$ cat src/rtl/sync_fifo_param_pkg.sv
// Shared definitions for the parametrised synchronous FIFO: counter width,
// read-mode selectors and the elaboration-time parameter sanity check.
package fifo_pkg;

    localparam int MODE_STD  = 0;
    localparam int MODE_FWFT = 1;

    function automatic int fifo_cnt_w(input int depth);
        return $clog2(depth) + 1;
    endfunction

    // DEPTH must be a power of two (>= 2) and both thresholds must lie in 0..DEPTH
    function automatic bit fifo_params_ok(input int depth, input int af_thresh, input int ae_thresh);
        return (depth >= 2) && ((depth & (depth - 1)) == 0) &&
               (af_thresh >= 0) && (af_thresh <= depth) &&
               (ae_thresh >= 0) && (ae_thresh <= depth);
    endfunction

endpackage

$ cat src/rtl/sync_fifo_param_if.sv
// Producer/consumer bus of the synchronous FIFO; master is the surrounding
// datapath, slave is the FIFO itself.
interface sync_fifo_param_if
    import fifo_pkg::*;
#(
    parameter int DATA_W = 8,
    parameter int DEPTH  = 16
);
    localparam int CW = fifo_cnt_w(DEPTH);

    logic              wr_en;
    logic [DATA_W-1:0] wr_data;
    logic              rd_en;
    logic [DATA_W-1:0] rd_data;
    logic              rd_valid;
    logic              full;
    logic              empty;
    logic              almost_full;
    logic              almost_empty;
    logic [CW-1:0]     count;
    logic              overflow;
    logic              underflow;
    logic              clr_err;

    modport master (
        output wr_en, wr_data, rd_en, clr_err,
        input  rd_data, rd_valid, full, empty, almost_full, almost_empty,
               count, overflow, underflow
    );

    modport slave (
        input  wr_en, wr_data, rd_en, clr_err,
        output rd_data, rd_valid, full, empty, almost_full, almost_empty,
               count, overflow, underflow
    );

endinterface

$ cat src/rtl/fifo_mem_2p.sv
// FIFO storage array: one synchronous write port, one combinational read port.
// Contents are deliberately not reset.
module fifo_mem_2p #(
    parameter int DATA_W = 8,
    parameter int DEPTH  = 16
) (
    input  logic                     clk,
    input  logic                     wr_en,
    input  logic [$clog2(DEPTH)-1:0] wr_addr,
    input  logic [DATA_W-1:0]        wr_data,
    input  logic [$clog2(DEPTH)-1:0] rd_addr,
    output logic [DATA_W-1:0]        rd_data
);

    logic [DATA_W-1:0] mem [DEPTH];

    always_ff @(posedge clk) begin
        if (wr_en) begin
            mem[wr_addr] <= wr_data;
        end
    end

    // A read of the location being written this cycle sees the old word
    assign rd_data = mem[rd_addr];

endmodule

$ cat src/rtl/sync_fifo_param.sv
// Parametrised single-clock FIFO with standard or first-word-fall-through
// read mode, programmable almost flags and sticky overflow/underflow errors.
module sync_fifo_param
    import fifo_pkg::*;
#(
    parameter int DATA_W    = 8,
    parameter int DEPTH     = 16,
    parameter int AF_THRESH = DEPTH - 2,
    parameter int AE_THRESH = 2,
    parameter int FWFT      = MODE_STD
) (
    input  logic              clk,
    input  logic              rst,
    sync_fifo_param_if.slave  bus
);

    localparam int AW = $clog2(DEPTH);
    localparam int CW = fifo_cnt_w(DEPTH);

    if (!fifo_params_ok(DEPTH, AF_THRESH, AE_THRESH)) begin : g_bad_params
        $error("sync_fifo_param: DEPTH must be a power of two >= 2 and thresholds within 0..DEPTH");
    end

    logic [AW-1:0]     wr_ptr;
    logic [AW-1:0]     rd_ptr;
    logic [CW-1:0]     occupancy;
    logic              overflow_flag;
    logic              underflow_flag;
    logic              is_empty;
    logic              is_full;
    logic              rd_acc;
    logic              wr_acc;
    logic [DATA_W-1:0] head_data;

    // Status is decoded from the registered occupancy, never from the pointers
    assign is_empty = (occupancy == '0);
    assign is_full  = (occupancy == CW'(DEPTH));

    assign rd_acc = bus.rd_en && !is_empty;
    assign wr_acc = bus.wr_en && (!is_full || rd_acc);

    always_ff @(posedge clk) begin
        if (rst) begin
            wr_ptr         <= '0;
            rd_ptr         <= '0;
            occupancy      <= '0;
            overflow_flag  <= 1'b0;
            underflow_flag <= 1'b0;
        end else begin
            if (wr_acc) begin
                wr_ptr <= wr_ptr + AW'(1);
            end
            if (rd_acc) begin
                rd_ptr <= rd_ptr + AW'(1);
            end
            occupancy      <= occupancy + CW'(wr_acc) - CW'(rd_acc);
            overflow_flag  <= (overflow_flag && !bus.clr_err) || (bus.wr_en && !wr_acc);
            underflow_flag <= (underflow_flag && !bus.clr_err) || (bus.rd_en && !rd_acc);
        end
    end

    fifo_mem_2p #(
        .DATA_W (DATA_W),
        .DEPTH  (DEPTH)
    ) u_mem (
        .clk     (clk),
        .wr_en   (wr_acc),
        .wr_addr (wr_ptr),
        .wr_data (bus.wr_data),
        .rd_addr (rd_ptr),
        .rd_data (head_data)
    );

    if (FWFT == MODE_FWFT) begin : g_fwft
        assign bus.rd_data  = head_data;
        assign bus.rd_valid = !is_empty;
    end else begin : g_std
        logic [DATA_W-1:0] rd_data_reg;
        logic              rd_valid_reg;

        // Output register holds the last popped word; valid pulses for one cycle
        always_ff @(posedge clk) begin
            if (rst) begin
                rd_data_reg  <= '0;
                rd_valid_reg <= 1'b0;
            end else begin
                rd_valid_reg <= rd_acc;
                if (rd_acc) begin
                    rd_data_reg <= head_data;
                end
            end
        end

        assign bus.rd_data  = rd_data_reg;
        assign bus.rd_valid = rd_valid_reg;
    end

    assign bus.full         = is_full;
    assign bus.empty        = is_empty;
    assign bus.almost_full  = (int'(occupancy) >= AF_THRESH);
    assign bus.almost_empty = (int'(occupancy) <= AE_THRESH);
    assign bus.count        = occupancy;
    assign bus.overflow     = overflow_flag;
    assign bus.underflow    = underflow_flag;

endmodule

$ cat src/flat_wrapper.sv
// flat-port wrapper written by rule: the top's interface ports become plain ports
module sync_fifo_param_flat import fifo_pkg::*;
#(
    parameter int DATA_W    = 8,
    parameter int DEPTH     = 16,
    parameter int AF_THRESH = DEPTH - 2,
    parameter int AE_THRESH = 2,
    parameter int FWFT      = MODE_STD
)
  (clk, rst, bus_wr_en, bus_wr_data, bus_rd_en, bus_clr_err, bus_rd_data, bus_rd_valid, bus_full, bus_empty, bus_almost_full, bus_almost_empty, bus_count, bus_overflow, bus_underflow);
  sync_fifo_param_if #(.DATA_W(DATA_W), .DEPTH(DEPTH)) bus_i ();
  input  logic clk;
  input  logic rst;
  input wire logic [$bits(bus_i.wr_en)-1:0] bus_wr_en;
  input wire logic [$bits(bus_i.wr_data)-1:0] bus_wr_data;
  input wire logic [$bits(bus_i.rd_en)-1:0] bus_rd_en;
  input wire logic [$bits(bus_i.clr_err)-1:0] bus_clr_err;
  output wire logic [$bits(bus_i.rd_data)-1:0] bus_rd_data;
  output wire logic [$bits(bus_i.rd_valid)-1:0] bus_rd_valid;
  output wire logic [$bits(bus_i.full)-1:0] bus_full;
  output wire logic [$bits(bus_i.empty)-1:0] bus_empty;
  output wire logic [$bits(bus_i.almost_full)-1:0] bus_almost_full;
  output wire logic [$bits(bus_i.almost_empty)-1:0] bus_almost_empty;
  output wire logic [$bits(bus_i.count)-1:0] bus_count;
  output wire logic [$bits(bus_i.overflow)-1:0] bus_overflow;
  output wire logic [$bits(bus_i.underflow)-1:0] bus_underflow;
  assign bus_i.wr_en = bus_wr_en;
  assign bus_i.wr_data = bus_wr_data;
  assign bus_i.rd_en = bus_rd_en;
  assign bus_i.clr_err = bus_clr_err;
  assign bus_rd_data = bus_i.rd_data;
  assign bus_rd_valid = bus_i.rd_valid;
  assign bus_full = bus_i.full;
  assign bus_empty = bus_i.empty;
  assign bus_almost_full = bus_i.almost_full;
  assign bus_almost_empty = bus_i.almost_empty;
  assign bus_count = bus_i.count;
  assign bus_overflow = bus_i.overflow;
  assign bus_underflow = bus_i.underflow;
  sync_fifo_param #(.DATA_W(DATA_W), .DEPTH(DEPTH), .AF_THRESH(AF_THRESH), .AE_THRESH(AE_THRESH), .FWFT(FWFT)) u_core (.clk(clk), .rst(rst), .bus(bus_i));
endmodule
$ cat config.mk
export PLATFORM = sky130hd
export DESIGN_NAME = sync_fifo_param_flat
export DESIGN_NICKNAME = d
export VERILOG_FILES = /design/src/rtl/sync_fifo_param_pkg.sv /design/src/rtl/sync_fifo_param_if.sv /design/src/rtl/fifo_mem_2p.sv /design/src/rtl/sync_fifo_param.sv /design/src/flat_wrapper.sv
export SDC_FILE = /design/constraint.sdc
export NUM_CORES = 1
export LEC_CHECK = 0
export CAP_MARGIN = 20
export CORE_ASPECT_RATIO = 0.9
export CORE_UTILIZATION = 55
export CTS_BUF_LIST = sky130_fd_sc_hd__clkbuf_8
export CTS_CLUSTER_SIZE = 40
export DETAILED_ROUTE_END_ITERATION = 6
export PLACE_DENSITY = 0.74
export SKIP_LAST_GASP = 1
export SYNTH_ARGS = -nofsm -noshare
export SYNTH_HDL_FRONTEND = slang
export SYNTH_SLANG_ARGS = --single-unit
export TNS_END_PERCENT = 30
$ cat constraint.sdc
create_clock -name clk -period 3.2 [get_ports clk]
set_input_delay 0.32 -clock clk [delete_from_list [all_inputs] [get_ports clk]]
set_output_delay 0.32 -clock clk [all_outputs]
set_load 0.01 [all_outputs]
Word-level counts from Yosys, hierarchy flattened
Memory sizes are Yosys's and may differ from the RTL's. A register that Yosys moved wholly into a read port is not among the register bits.
Index checks and enable logic that the tools add are counted.
{"block": "totals", "register_bits": 16, "ram_bits": 128, "input_bits": 13, "memories": 1, "word_cells": 31}
{"name": "u_core.u_mem.mem", "depth": 16, "width": 8, "rd": 1, "rd_ports_with_merged_regs": 1, "wr": 1, "line_no": "fifo_mem_2p.sv:15", "text": "logic [DATA_W-1:0] mem [DEPTH];"}
{"block": "classes", "muxes": 2, "order_cmp": 2, "reduce_logical": 15, "addsub": 4, "n_eq_ne": 1}
{"operator": "$add 4x1->4 const B", "n": 2}
{"operator": "$logic_and 1x1->1", "n": 6}
{"operator": "$add 5x1->5", "n": 1}
{"operator": "$eq 5x5->1 const B", "n": 1}
{"operator": "$ge 5x4->1 const B", "n": 1}
{"operator": "$le 5x2->1 const B", "n": 1}
{"operator": "$logic_not 1->1", "n": 5}
{"operator": "$logic_not 5->1", "n": 1}
{"operator": "$sub 5x1->5", "n": 1}
{"operator": "$logic_or 1x1->1", "n": 3}
{"operator": "$mux 1", "n": 2}

Longest topological paths before layout
{"block": "logic_depth", "ltp_word": 8, "ltp_mapped": 13}

By module
From an unflattened synthesis, not the netlist that was laid out.
{"block": "unflattened", "cells_unflattened": 350, "hier_area_um2": 6190.9}
{"module": "fifo_mem_2p", "cells_per_inst": 221, "area_each_um2": 4987.3, "instances": 1, "seq_area_each_um2": 3843.7}
{"module": "sync_fifo_param", "cells_per_inst": 129, "area_each_um2": 1203.7, "instances": 1, "seq_area_each_um2": 480.5}

Worst setup path before layout
Ideal clock, no wire load.
{"block": "synth_timing", "path_kind": "register to register", "start": "reg u_core.occupancy[2] (netlist: u_core.bus.count[2])", "end": "reg u_core.occupancy[4] (netlist: u_core.bus.count[4])", "setup_slack_ns": 0.398, "setup_time_ns": 0.070, "path_stages_with_launch": 14, "required_ns": 3.130, "t_arrival_ns": 2.732, "n_path_buf": 0, "cell_sequence": "dfxtp_1 > inv_1 > ha_1 > or4b_4 > nand2_2 > inv_1 > ha_1 > inv_1 > ha_1 > fa_1 > nand2b_1 > a21oi_1 > or3_1 > a21oi_1"}
{"block": "synth_via", "elab_chain_len": 7, "elab_cells_between_ends": 9}
{"item": "start, declared", "line_no": "sync_fifo_param.sv:26", "text": "logic [CW-1:0] occupancy;"}
{"item": "start signal, assigned", "line_no": "sync_fifo_param.sv:56", "text": "occupancy <= occupancy + CW'(wr_acc) - CW'(rd_acc);"}
{"item": "$logic_not 5->1 (*)", "line_no": "sync_fifo_param.sv:36", "text": "assign is_empty = (occupancy == '0);"}
{"item": "$logic_not 1->1 (*)", "line_no": "sync_fifo_param.sv:39", "text": "assign rd_acc = bus.rd_en && !is_empty;"}
{"item": "$logic_and 1x1->1 (*)", "line_no": "sync_fifo_param.sv:39"}
{"item": "via u_core.rd_acc", "line_no": "sync_fifo_param.sv:31", "text": "logic rd_acc;"}
{"item": "$logic_or 1x1->1", "line_no": "sync_fifo_param.sv:40", "text": "assign wr_acc = bus.wr_en && (!is_full || rd_acc);"}
{"item": "$logic_and 1x1->1", "line_no": "sync_fifo_param.sv:40"}
{"item": "$add 5x1->5", "line_no": "sync_fifo_param.sv:56"}
{"item": "$sub 5x1->5 (*)", "line_no": "sync_fifo_param.sv:56"}
Mark *: on every way through the listed nets, which the timed path passes. The rest lies on a longest branch.
A chain may end at the register's enable or synchronous reset.

Final worst setup path
Same ends and word-level chain as after synthesis.

==> impl_results.md <==
- CTS tree: yes
- Slew Viols, Final: 0
- CTS Root Cell: clkbuf_8
- Initial Utilization: 56.9%
- RSZ-0062 raised after global routing: no
- Drt pass-1 iters: 5
- Distinct cells, synth: 34
- Hold Path End: u_core.bus.rd_data[0]$_SDFFE_PP0P_
- Clock period minus worst slack: 2.97 ns
- Synth Instances: 339
- Final Power: 4.81 mW
- I/O pin count: 33
- Setup WS post-layout: 0.235 ns
- Max Fclk: 0.337 GHz
- Post-Syn Area: 6230 µm²
- Final setup fails: 0
- Syn_nets: 368
- Ys Warns: 0
- Fillers: 724
- DP Cell Count: 528
- Area growth from synthesis to layout: 15.5%
- Die ar.: 11800 µm²
- Die H: 103 µm
- Clk_lat worst skew: 0.44 ns
- # port buffers: 32
- #FFs+latches synth: 152
- Worst r2r path cells: 13
- Tightest Pin Transition: 0.909 ns
- Antenna violations before repair: 0
- DP HPWL: 7080 µm
- Outcome: finished clean
- Worst-path clk slew: 0.08 ns
- Startpoint Class: register
- Hold Fails Final Rpt: 0
- Hold-fix buffers, CTS: 0
- GRT busiest layer: met2
- Pin count of the biggest net entering global routing: 27
- Vias in the first global route: 3068
- WL/cell: 19.8 µm
- # DRC: 0
- GR Util met3: 6.23%
- Post-cts resize count: 0
- Overflow after GRT: 0
- Register area share after synthesis: 69.4%
- Non-Filler Instances: 560
- Slew margin rel.: 39.3%
- Max reg flops: 128
- Post-Place Setup Slack: 0.246 ns
- ANT cells: 0
- Global-route wire length before repair: 17000 µm
- Placeable Area: 10900 µm²
- Worst EP required: 3.57 ns
- Min-Delay Path Class: reg -> reg
- Max-cap violations: 0
- GR Layer Usage met2: 33.1%
- PwrDens: 669 nW/µm²
- Final TNS setup: 0 ns
- Share of the clock period used by the worst path: 92.7%
- Share of cells above drive strength 1: 15.0%
- Hold depth: 2
- Post-DR vias/cell: 5.67
- R2R setup slack: 0.23 ns
- Most frequent cells in the layout: edfxtp_1, clkdlybuf4s50_1, mux4_1, nor2_1, dfxtp_1
- Die width: 114 µm
- Nets: 424
- Worst Skew: 0.0135 ns
- Crit path kind: reg -> reg
- CTS Sinks: 152
- CTS HTree Levels: 4
- Clk buf depth: 2
- Max VDD drop: 0.572 mV
- Total CTS buffers: 17
- DRT Wirelength: 11100 µm
- Row cnt: 36
- R2r endpoint: u_core.bus.count[4]$_SDFF_PP0_
- Worst r2r src: u_core.bus.count[2]$_SDFF_PP0_
- Critical path arrival: 3.33 ns
- CP Max Fanout: 4
- Crit end category: register
- Final Wtd Congestion: 0.779
- Total number of vias: 3174
- Grt met1 use: 27.7%
- Static Leak: 2.45 nW
- Setup Fix Bufs, Post-CTS: 0
- Tot GR Track Use: 20.7%
- Antenna-violating nets left: 0
- Hold Crit Start: u_core.bus.rd_data[0]$_SDFFE_PP0P_
- Syn Area/Cell: 18.4 µm²
- DR iter-0 viols: 209
- Most common cell after layout, fill and taps aside: edfxtp_1
[area by class of cell]
cell class                 instances  area, µm²  share of cell area [%]
clock buffer                      17        234                    3.25
clock inverter                    15        150                    2.09
inverter                          14       52.6                   0.731
multi-input combinational        156       1740                    24.2
sequential                       152       4330                    60.1
tap                              152        190                    2.64
timing repair buffer              54        498                    6.92
[worst max path at each step]
stage                                         from                             end  slack, ns
CTS                 u_core.bus.count[2]$_SDFF_PP0_  u_core.bus.count[4]$_SDFF_PP0_       0.23
floorplan           u_core.bus.count[2]$_SDFF_PP0_  u_core.bus.count[4]$_SDFF_PP0_       0.40
finish              u_core.bus.count[2]$_SDFF_PP0_  u_core.bus.count[4]$_SDFF_PP0_       0.23
detailed placement  u_core.bus.count[2]$_SDFF_PP0_  u_core.bus.count[4]$_SDFF_PP0_       0.25
global placement    u_core.bus.count[2]$_SDFF_PP0_  u_core.bus.count[4]$_SDFF_PP0_       0.36
global route        u_core.bus.count[2]$_SDFF_PP0_  u_core.bus.count[4]$_SDFF_PP0_       0.06
[metrics by stage]
| stage | hold WS (ns) | area [µm²] | utilization (%) |
|---|---|---|---|
| finish | 0.529 | 7190 | 65.7 |
| global route | 0.560 | 7190 | 65.7 |
| floorplan | 0.419 | 6230 | - |
| detailed placement | 0.497 | 6810 | 62.2 |
| CTS | 0.526 | 7190 | 65.7 |
| global placement | 0.498 | 6810 | 62.2 |
[report_power, final]
group          internal, mW  switching [mW]
Combinational         0.546           0.487
Clock                 0.692           0.709
Sequential             2.25           0.120
[routing by layer]
layer / wire length (µm) / vias up / share of wire (%)
met1: 4930 / 1607 / 44
li1: - / 1460 / -
met3: 516 / 17 / 4.6
met5: 0 / - / 0
met4: 157 / 0 / 1.4
met2: 5500 / 90 / 49
[worst max-delay path, cell delays in order, from the launching register on]
cell and delay [ns]:
dfxtp_1 0.35, inv_1 0.11, ha_1 0.19, or4b_4 0.49
nand2_2 0.09, inv_1 0.12, ha_1 0.30, inv_1 0.04
ha_1 0.19, fa_1 0.41, nand2b_1 0.09, a21oi_1 0.08
or3_1 0.31, a21oi_1 0.14
[logic make-up (layout without fill, tap and decap cells)]
family / Yosys count / count (layout) / share of synthesized area, %
AO/OA/AOI/OAI: 22 / 22 / 2.43
flip-flops: 152 / 152 / 69.4
adder cells (fa/ha/maj): 16 / 16 / 3.33
AND/OR/NAND/NOR: 62 / 62 / 5.36
XOR/XNOR: 7 / 7 / 0.984
buffers and inverters: 31 / 100 / 2.61
multiplexers: 49 / 49 / 15.9
[synth_stat cells]
master     instances  share of area [%]
a21oi_1            7               0.56
ha_1              15                3.0
buf_1              1              0.060
nand3b_1           8               0.96
o21ai_0            3               0.24
fa_1               1               0.32
o221ai_1           8                1.1
dfxtp_1           24                7.7
nor2b_1            4               0.40
edfxtp_1         128                 62
nand3_1            2               0.16
nor2_1            24                1.4
nand3b_4           1               0.32
nor3_1             4               0.32
nand2_1            9               0.54
or4b_4             1               0.22
nand2_2            1               0.10
mux4_2             6                2.2
xor2_1             5               0.70
xnor2_1            2               0.28
o211ai_1           2               0.24
and3_1             1               0.10
o41ai_1            1               0.14
buf_4              2               0.24
buf_2              7               0.56
nand4bb_1          1               0.18
mux4_1            26                 11
o21a_1             1               0.12
buf_6              4               0.72
or3_1              3               0.30
clkbuf_1           3               0.18
nand2b_1           3               0.30
inv_1             14               0.84
mux2i_1           17                2.7
No activity file was read; power rests on OpenSTA's default activity.
